--- src/rtl/band_energy_detector.sv ---
// Per-band absolute-energy accumulator with a serial max-band scan at each window close.
// Optional DETECT_THRESHOLD_EN: detect = (best >= THRESHOLD) instead of (best != 0).
module band_energy_detector #(
    parameter int NUM_FILTERS  = 8,
    parameter int BITS_PER_OUT = 8,
    parameter int WINDOW_LOG2  = 4,
    parameter int THRESHOLD    = 64,
    localparam int ACC_W = BITS_PER_OUT + WINDOW_LOG2,
    localparam int IDX_W = $clog2(NUM_FILTERS)
) (
    input  logic                              i_clk,
    input  logic                              i_rst_n,
    input  logic                              i_sample_valid,
    input  logic [NUM_FILTERS*BITS_PER_OUT-1:0] i_filt_out,
    output logic                              o_valid,
    output logic [IDX_W-1:0]                  o_band,
    output logic [ACC_W-1:0]                  o_energy,
    output logic                              o_detect,
    output logic                              o_overrun,
    output logic                              o_LED
);

    if (NUM_FILTERS < 2 || WINDOW_LOG2 < 1 || THRESHOLD < 0) begin : g_param_check
        $error("band_energy_detector: illegal parameter combination");
    end

    typedef enum logic [1:0] {IDLE, SCAN, REPORT} state_t;

    state_t                 state, state_nxt;
    logic [ACC_W-1:0]       acc      [NUM_FILTERS];
    logic [ACC_W-1:0]       acc_sum  [NUM_FILTERS];
    logic [ACC_W-1:0]       snapshot [NUM_FILTERS];
    logic [WINDOW_LOG2-1:0] cnt;
    logic [IDX_W-1:0]       idx;
    logic [IDX_W-1:0]       best_idx;
    logic [ACC_W-1:0]       best;
    logic                   win_close;

    function automatic logic [BITS_PER_OUT-1:0] abs_val(input logic signed [BITS_PER_OUT-1:0] x);
        // Two's-complement negate; the most negative code lands on 2^(BITS_PER_OUT-1) unsigned.
        return x[BITS_PER_OUT-1] ? (~x + 1'b1) : x;
    endfunction

    function automatic logic detect_fn(input logic [ACC_W-1:0] e);
`ifdef DETECT_THRESHOLD_EN
        return e >= ACC_W'(THRESHOLD);
`else
        return e != '0;
`endif
    endfunction

    always_comb begin
        for (int k = 0; k < NUM_FILTERS; k++) begin
            acc_sum[k] = acc[k] + ACC_W'(abs_val(i_filt_out[k*BITS_PER_OUT +: BITS_PER_OUT]));
        end
    end

    assign win_close = i_sample_valid && (cnt == '1);

    // Accumulate stage: the closing sample is folded into the snapshot while acc restarts at zero.
    always_ff @(posedge i_clk or negedge i_rst_n) begin
        if (!i_rst_n) begin
            cnt       <= '0;
            o_overrun <= 1'b0;
            for (int k = 0; k < NUM_FILTERS; k++) begin
                acc[k]      <= '0;
                snapshot[k] <= '0;
            end
        end else if (i_sample_valid) begin
            cnt <= cnt + 1'b1;
            for (int k = 0; k < NUM_FILTERS; k++) begin
                acc[k] <= win_close ? '0 : acc_sum[k];
            end
            if (win_close) begin
                if (state == IDLE) begin
                    for (int k = 0; k < NUM_FILTERS; k++) begin
                        snapshot[k] <= acc_sum[k];
                    end
                end else begin
                    o_overrun <= 1'b1;
                end
            end
        end
    end

    always_ff @(posedge i_clk or negedge i_rst_n) begin
        if (!i_rst_n) begin
            state <= IDLE;
        end else begin
            state <= state_nxt;
        end
    end

    always_comb begin
        state_nxt = state;
        case (state)
            IDLE:    if (win_close) state_nxt = SCAN;
            SCAN:    if (idx == IDX_W'(NUM_FILTERS - 1)) state_nxt = REPORT;
            REPORT:  state_nxt = IDLE;
            default: state_nxt = IDLE;
        endcase
    end

    // Scan/report stage: strict compare keeps the lowest index on ties.
    always_ff @(posedge i_clk or negedge i_rst_n) begin
        if (!i_rst_n) begin
            idx      <= '0;
            best     <= '0;
            best_idx <= '0;
            o_valid  <= 1'b0;
            o_band   <= '0;
            o_energy <= '0;
            o_detect <= 1'b0;
        end else begin
            o_valid <= 1'b0;
            case (state)
                IDLE: idx <= '0;
                SCAN: begin
                    if (idx == '0 || snapshot[idx] > best) begin
                        best     <= snapshot[idx];
                        best_idx <= idx;
                    end
                    idx <= idx + 1'b1;
                end
                REPORT: begin
                    o_valid  <= 1'b1;
                    o_band   <= best_idx;
                    o_energy <= best;
                    o_detect <= detect_fn(best);
                end
                default: idx <= '0;
            endcase
        end
    end

    assign o_LED = o_detect;

endmodule

--- config.mk ---
export PLATFORM = sky130hd
export DESIGN_NAME = band_energy_detector
export DESIGN_NICKNAME = d
export VERILOG_FILES = /design/src/rtl/band_energy_detector.sv
export SDC_FILE = /design/constraint.sdc
export NUM_CORES = 1
export LEC_CHECK = 0
export CAP_MARGIN = 20
export CORE_MARGIN = 1
export CORE_UTILIZATION = 50
export DETAILED_ROUTE_END_ITERATION = 8
export DONT_BUFFER_PORTS = 1
export PLACE_DENSITY = 0.63
export SKIP_CTS_REPAIR_TIMING = 1
export SLEW_MARGIN = 20
export SYNTH_ARGS = -nofsm -noshare
export SYNTH_HDL_FRONTEND = slang
export SYNTH_SLANG_ARGS = --single-unit
--- constraint.sdc ---
create_clock -name i_clk -period 5.1 [get_ports i_clk]
set_input_delay 0.51 -clock i_clk [delete_from_list [all_inputs] [get_ports i_clk]]
set_output_delay 0.51 -clock i_clk [all_outputs]
set_load 0.05 [all_outputs]
==> results.toml, run 1 <==
[outcome]
status = "finished with violations"
violations = "negative hold slack"

[placed_design]
gp_congestion = 0.916
hpwlAfterDp_microns = 25400
dpl_worst_slack_ns = 1.44
io_buffers = 0

[cts]
clkTransAtPathRegs_ns = 0.06
cts_inserted_buffers = 26
tritoncts = "built"
cts_root_buf = "clkbuf_16"
clkLatencyLatePin_ns = 0.53
numClockSinks = 234
clk_path_buf_depth = 3
h-tree-depth = 1

[synthesis]
syn-num-nets = 1668
yosys-top-cells-count = "nand2_1, dfrtp_1, o21ai_0"
yosysMostFrequentCell = "nand2_1"
synth_top_area_share_pct = 40.7
synth_seq_cells = 234
syn_avg_cell_area_sq_um = 9.61
yosysWarnings = 0
synth_area_sq_mm = 0.0144
synthTopCellsByArea = "dfrtp_1, ha_1, nand2_1, o21ai_0, xnor2_1"
ys_seq_area_share_pct = 40.7
synth_edf_count = 0
netlist_instances = 1498
synth_flop_cell = "dfrtp_1"
async_flop_share_pct = 100
synth.largest_area_cell = "dfrtp_1"
synth_cell_type_count = 76

[sta]
maxSlewViolCount = 0
worst_slew_pin_slew_ns = 1.01
finalCritPeriodShare_pct = 72.2
hold_ws_ns = -0.320
fin_ws_ns = 1.42
fin_crit_ns = 3.68
relSlewSlack_pct = 32.6
max_freq_mhz = 271
setup_violations = 0
tns_ns = 0
hold_viol = 234
rsz0062_at_grt = "false"
finClkSkew_ns = 0.0125

[pwr]
pwr_density_cell_mw_per_mm2 = 617
peakVddDrop_uv = 291
p_leak_nw = 6.93

[setup_path]
worstSetupPathType = "reg2reg"
cp_cell_sequence = "mux4_2, nand2_1, nand2_1, ha_1, a21oi_2, o21ai_1, a2111o_1, o21ai_4, mux2_2"
worstSetupStartpointType = "flop"
critPathBufInv = 0
worstSetupEndpointType = "flop"
cp_max_fo = 28
cpMostUsedCell = "nand2_1"
slowest_stage = "dfrtp_1"
cpPeakStageDelay_ns = 1.01
required_ns = 5.51
critPathTopFamily = "compound AO/OA/AOI/OAI gates"
arrival_ns = 4.09

[routing]
post_drt_wl_per_cell_microns = 19.1
dr.pass1.iters = 4
viasPerCell = 5.81
drc = 0
wl_microns = 35500
drt_iter0_drc = 756
detail-route-antenna-nets = 0
vias = 10800

[die]
die_w_microns = 172
die-area_sq_mm = 0.0295
io_pins = 86
coreArea_sq_mm = 0.0281
initial_core_util_pct = 51.3
die_y_microns = 172
num_rows = 61

[final_layout]
areaGrowthSynthToFinish_pct = 7.83
drive_above_1_share_pct = 8.36
n_antenna_cell = 0
seqCellArea_sq_mm = 0.00586
fillers = 2551
fin_nets = 1637
multi_input_area_sq_mm = 0.00803

[global_routing]
antenna_found_initial = 0
grt_usage_pct = 25.1
overflow = 0
grt_pass1_wl_microns = 57300
grt_max_degree = 235
grt_pass1_vias = 10600

[job]
cap_viol_max_count = 0

[hold_path]
hold_path_class = "in2async"
sequential cells by signal, indices dropped and copies added (netlist names):
name and count:
o_band 3, acc 96, idx 3, cnt 4, best_idx 3, o_overrun 1, best 12, o_valid 1
o_energy 12, state 2, snapshot 96, o_LED 1
power breakdown:
part / total, mW / leakage (nW) / switching, mW / internal (mW)
Combinational: 4.25 / 3.56 / 2.30 / 1.95
Clock: 1.96 / 0.430 / 0.772 / 1.19
Sequential: 3.37 / 2.94 / 0.765 / 2.61
Total: 9.58 / 6.93 / 3.84 / 5.74
layout by cell type (no fill, tap or decap), types with 8 or more instances in the layout:
cell and instances:
ha_1 95, a31o_2 8, mux2_2 15, and3_1 10
o2bb2ai_1 44, nor4_1 10, nand2b_1 25, inv_1 53
a211o_1 13, a21o_1 24, o21bai_1 8, o31ai_1 13
a211oi_1 16, xor2_1 47, nor2_1 74, nor3_1 33
o211ai_1 8, fa_1 8, a21oi_1 53, o21ai_1 10
clkbuf_16 27, nand4_1 11, o21ai_0 129, or3_1 17
nor2b_1 12, nand3_1 26, mux2_4 9, buf_4 10
mux4_2 24, nand2_1 244, dfrtp_1 234, xnor2_1 70
per-stage QoR:
step / instances / util [%] / cell area (sq um) / power (mW)
finish: 1862 / 55.3 / 15500 / 9.58
global route: 1862 / 55.3 / 15500 / 10.3
CTS: 1862 / 55.3 / 15500 / 9.63
detailed placement: 1817 / 52.1 / 14600 / 7.62
global placement: 1817 / 52.1 / 14600 / 7.52
floorplan: 1498 / - / 14400 / 6.54
logic make-up (layout without fill, tap and decap cells):
group | count (synthesis) | in the layout | share of synthesized area, %
AOI/OAI and AO/OA | 382 | 382 | 17.7
xor gates and xnor gates | 117 | 117 | 7.12
adders and majority gates | 103 | 103 | 9.37
buffers and inverters | 124 | 110 | 3.67
DFF | 234 | 234 | 40.7
muxes | 51 | 51 | 6.08
and+or+nand+nor | 487 | 487 | 15.4
layer usage:
layer  wire [microns]  vias up  track usage (%)  part of all wire, %
li1                 -     5292                -                    -
met1            16700     5286             35.2                   47
met2            16600      206             41.3                   47
met3             1470       42             2.74                  4.1
met4              691        0             6.06                  1.9
met5                0        -                0                    0
worst paths after layout:
kind | start | to | slack [ns] | cells past startpoint
hold reg to reg | snapshot[27] | snapshot[27] | 0.48 | 2
hold / removal | i_rst_n | acc[74] | -0.32 | 0
min in group i_clk | i_sample_valid | cnt[0] | 0.07 | 1
setup / recovery | idx[2] | best[3] | 1.42 | 9
max in group asynchronous | i_rst_n | acc[67] | 5.01 | 0
setup reg to reg | idx[2] | best[3] | 1.42 | 9
final cells by class:
| class | instances | share of cell area, % |
|---|---|---|
| Multi-Input combinational cell | 1140 | 51.7 |
| Timing Repair Buffer | 10 | 0.484 |
| Sequential cell | 234 | 37.7 |
| Clock inverter | 7 | 0.725 |
| Inverter | 55 | 1.33 |
| Clock buffer | 38 | 4.94 |
| Tap cell | 378 | 3.05 |
worst reg2reg max path, cell delays in order, from the launching register on:
cell and delay [ns]:
dfrtp_1 1.01, mux4_2 0.42, nand2_1 0.09, nand2_1 0.10, ha_1 0.31, a21oi_2 0.13
o21ai_1 0.09, a2111o_1 0.45, o21ai_4 0.55, mux2_2 0.42
Power figures use the tool's default switching activity.
==> inputs of run 2 (changes only) <==
--- a/config.mk
+++ b/config.mk
@@ -10,7 +10,7 @@
 export CORE_UTILIZATION = 50
 export DETAILED_ROUTE_END_ITERATION = 8
 export DONT_BUFFER_PORTS = 1
-export PLACE_DENSITY = 0.63
+export PLACE_DENSITY = 0.66
 export SKIP_CTS_REPAIR_TIMING = 1
 export SLEW_MARGIN = 20
 export SYNTH_ARGS = -nofsm -noshare
==> constraint.sdc (replaced) <==
create_clock -name i_clk -period 3.21 [get_ports i_clk]
set_input_delay 0.321 -clock i_clk [delete_from_list [all_inputs] [get_ports i_clk]]
set_output_delay 0.321 -clock i_clk [all_outputs]
set_load 0.05 [all_outputs]
==> results.toml, run 2 (synthesis gave the netlist of run 1 again) <==
[cts]
cts_inserted_buffers = 28
clkTransAtPathRegs_ns = 0.06
tritoncts = "built"
h-tree-depth = 1
clkLatencyLatePin_ns = 0.54
cts_root_buf = "clkbuf_16"
clk_path_buf_depth = 3
numClockSinks = 234

[final_layout]
n_antenna_cell = 0
fin_nets = 1652
final_common_cell = "nand2_1"
areaGrowthSynthToFinish_pct = 10.2
instances_no_fill = 1882
fillers = 2502
most-common-layout-cells = "nand2_1, dfrtp_1, o21ai_0, ha_1, nor2_1"
drive_above_1_share_pct = 9.77
top_regs = "acc x96, snapshot x96"

[placed_design]
io_buffers = 0
dp_cells = 1826
hpwlAfterDp_microns = 25100
dpl_worst_slack_ns = 0.110
gp_congestion = 0.908

[job]
cap_viol_max_count = 0

[sta]
maxSlewViolCount = 0
rsz0062_at_grt = "false"
fin_ws_ns = 0.156
fin_crit_ns = 3.05
relSlewSlack_pct = 38.1
tns_ns = 0
max_freq_mhz = 327
hold_ws_ns = -0.524
hold_viol = 235
finClkSkew_ns = 0.0117
worst_slew_pin_slew_ns = 0.928
setup_violations = 0
finalCritPeriodShare_pct = 95.1

[pwr]
peakVddDrop_uv = 466
p_sw_share_pct = 39.2
seq_power_share_pct = 33.6
p_leak_nw = 7.10
p_int_mw = 9.62
comb_power_share_pct = 44.4
pwr_density_cell_mw_per_mm2 = 996
switchingPower_mw = 6.19
p_total_mw = 15.8
pwr-share-clk_pct = 22.1

[global_routing]
grt_pass1_wl_microns = 55800
grt_max_degree = 235
antenna_found_initial = 0
overflow = 0
grt_usage_pct = 24.2
grt_pass1_vias = 10500

[hold_path]
hold_path_class = "in2async"

[routing]
vias = 11000
drc = 0
viasPerCell = 5.84
dr.pass1.iters = 5
post_drt_wl_per_cell_microns = 18.9
detail-route-antenna-nets = 0
wl_microns = 35500
drt_iter0_drc = 795

[setup_path]
cp_max_fo = 15
arrival_ns = 3.47
required_ns = 3.63
worstSetupEndpointType = "flop"
worstSetupPathType = "reg2reg"
worstSetupStartpointType = "flop"

[die]
initial_core_util_pct = 51.3
die_y_microns = 172
die-area_sq_mm = 0.0295
coreArea_sq_mm = 0.0281
die_w_microns = 172
num_rows = 61
io_pins = 86

[outcome]
violations = "negative hold slack"
status = "finished with violations"
[run 2: changes by cell type in the layout (fill, tap and decap cells not counted), moves of 2 or more]
cell        delta
clkbuf_8       +3
bufinv_16      +2
clkbuf_16      +4
clkinvlp_4     +2
buf_12         +3
buf_4          +6
clkbuf_1       -3
[run 2: worst max-delay path: stages (launching register included)]
cell and delay, ns:
dfrtp_2 0.44, buf_12 0.16, mux4_2 0.49, nand2_1 0.08
nand2_1 0.09, ha_1 0.31, a21oi_2 0.14, o21ai_1 0.08
a2111o_1 0.45, o21ai_4 0.18, buf_12 0.18, mux2_2 0.35
[run 2: final timing paths]
check / depth (start not counted) / slack (ns) / endpoint / start
min in group i_clk: 2 / -0.01 / acc[81] / i_sample_valid
setup reg to reg: 11 / 0.16 / best[3] / idx[0]
hold / removal: 0 / -0.52 / acc[73] / i_rst_n
hold reg to reg: 2 / 0.48 / snapshot[24] / snapshot[24]
max in group asynchronous: 0 / 3.22 / idx[0] / i_rst_n
setup / recovery: 11 / 0.16 / best[3] / idx[0]
[run 2: layout make-up]
type / instances / area (sq um) / share of cell area [%]
Clock inverter: 12 / 193 / 1.21
Timing Repair Buffer: 23 / 268 / 1.69
Clock buffer: 40 / 847 / 5.34
Sequential cell: 234 / 5860 / 36.9
Inverter: 55 / 206 / 1.30
Tap cell: 378 / 473 / 2.98
Multi-Input combinational cell: 1140 / 8030 / 50.6
[run 2: power by group through the flow]
| stage | combinational [mW] | clock, mW | sequential (mW) |
|---|---|---|---|
| final | 7.01 | 3.49 | 5.31 |
| after global routing | 7.79 | 3.66 | 5.45 |
| after CTS | 6.93 | 3.54 | 5.28 |
| after detailed placement | 6.90 | 0 | 5.31 |
| after global placement | 6.71 | 0 | 5.29 |
| after floorplan | 5.56 | 0 | 4.82 |
[run 2: metal layers]
metal,global-route usage (%),up-vias,share of wire (%)
met5,0,-,0
met2,39.8,233,46
met3,2.39,50,4.1
li1,-,5330,-
met4,6.06,0,2.3
met1,34.2,5377,47
[run 2: stage by stage]
stage,util [%],cell area [sq um]
after CTS,56.2,15800
after global placement,52.5,14700
after floorplan,-,14400
final,56.5,15900
after detailed placement,52.5,14700
after global routing,56.5,15900
==> inputs of run 3 (changes only) <==
--- a/config.mk
+++ b/config.mk
@@ -6,10 +6,11 @@
 export NUM_CORES = 1
 export LEC_CHECK = 0
 export CAP_MARGIN = 20
-export CORE_MARGIN = 1
+export CORE_MARGIN = 5
 export CORE_UTILIZATION = 50
 export DETAILED_ROUTE_END_ITERATION = 8
 export DONT_BUFFER_PORTS = 1
+export HOLD_SLACK_MARGIN = 0.08
 export PLACE_DENSITY = 0.66
 export SKIP_CTS_REPAIR_TIMING = 1
 export SLEW_MARGIN = 20
==> results.toml, run 3 (synthesis gave the netlist of run 1 again) <==
[cts]
clk_path_buf_depth = 3
tritoncts = "built"
clkTransAtPathRegs_ns = 0.06
numClockSinks = 234
clkLatencyLatePin_ns = 0.53
h-tree-depth = 1
cts_inserted_buffers = 27
cts_root_buf = "clkbuf_16"

[setup_path]
critPathTopFamily = "compound AO/OA/AOI/OAI gates"
reg2reg_from = "idx[0]"
cp_cell_sequence = "buf_12, mux4_2, nand2_1, nand2_1, ha_1, a21oi_2, o21ai_1, a2111o_1, o21ai_4, buf_12, mux2_2"
arrival_ns = 3.45
r2r_setup_slack_ns = 0.17
worstSetupStartpointType = "flop"
worstSetupPathType = "reg2reg"
regToRegEndpoint = "best[2]"
critPathBufInv = 2
slowest_stage = "mux4_2"
cp_max_fo = 15
cp.depth = 11
required_ns = 3.62
reg2reg_depth = 11
cpPeakStageDelay_ns = 0.50
worstSetupEndpointType = "flop"

[sta]
relSlewSlack_pct = 37.4
maxSlewViolCount = 0
worst_slew_pin_slew_ns = 0.939
setup_violations = 0
hold_ws_ns = -0.511
tns_ns = 0
hold_viol = 234
finalCritPeriodShare_pct = 94.6
rsz0062_at_grt = "false"
fin_crit_ns = 3.04
max_freq_mhz = 329
finClkSkew_ns = 0.0138

[routing]
dr.pass1.iters = 7
wl_microns = 35400
highest_layer = "met4"
wirelength_met1_microns = 16600
post_drt_wl_per_cell_microns = 18.8
drt_iter0_drc = 859
drc = 0
met3_length_microns = 1730
wl_met2_microns = 16300
vias = 10900
viasPerCell = 5.80
detail-route-antenna-nets = 0

[pwr]
p_leak_nw = 7.06
p_total_mw = 15.5
peakVddDrop_uv = 431
pwr_density_cell_mw_per_mm2 = 982

[placed_design]
io_buffers = 0
gp_congestion = 0.886
hpwlAfterDp_microns = 25300
dp_cells = 1832

[final_layout]
final_common_cell = "nand2_1"
instances_no_fill = 1883
areaGrowthSynthToFinish_pct = 9.80
n_antenna_cell = 0
most-common-layout-cells = "nand2_1, dfrtp_1, o21ai_0, ha_1, nor2_1"
drive_above_1_share_pct = 9.67
fin_nets = 1650
top_regs = "acc x96, snapshot x96"

[die]
die_y_microns = 180
coreArea_sq_mm = 0.0285
io_pins = 86
initial_core_util_pct = 50.4
die_w_microns = 180
num_rows = 62
die-area_sq_mm = 0.0323

[job]
cap_viol_max_count = 0

[global_routing]
grt_usage_pct = 21.6
grt_pass1_wl_microns = 58100
antenna_found_initial = 0
grt_max_degree = 235
grt_pass1_vias = 10800
overflow = 0

[outcome]
violations = "negative hold slack"
status = "finished with violations"

[hold_path]
hold_path_class = "in2async"
## run 3: metal layers
layer  GRT usage, %  up-vias
met5              0        -
met4           4.85        0
met3           3.46       59
met2           34.6      225
met1           31.2     5302
li1               -     5330
## run 3: layout make-up
cell class	instances	area, sq um
Multi-Input combinational cell	1140	8030
Clock buffer	35	776
Clock inverter	13	188
Fill cell	2553	12700
Timing Repair Buffer	22	268
Inverter	55	206
Tap cell	384	480
Sequential cell	234	5860
## run 3: how the worst max path moves through the flow
| stage | from | to |
|---|---|---|
| final | idx[0] | best[2] |
| after global routing | idx[0] | best[11] |
| after CTS | idx[0] | best[2] |
| after detailed placement | idx[0] | best[1] |
| after global placement | idx[0] | best[1] |
| after floorplan | idx[0] | best[10] |
## run 3: report_power, final
group          internal [mW]  total [mW]  switching, mW  leakage (nW)
Sequential              4.15        5.31           1.17          2.94
Combinational           3.23        6.93           3.71          3.65
Clock                   2.03        3.28           1.25         0.466
Total                   9.40        15.5           6.13          7.06
## run 3: metrics by stage
stage / util (%) / setup WS, ns / instance area (sq um)
3_5_place_dp: 51.8 / 0.137 / 14800
6_report: 55.4 / 0.174 / 15800
5_1_grt: 55.4 / 0.0168 / 15800
2_1_floorplan: - / 0.0700 / 14400
4_1_cts: 55.1 / 0.125 / 15700
3_3_place_gp: 51.8 / 0.184 / 14800
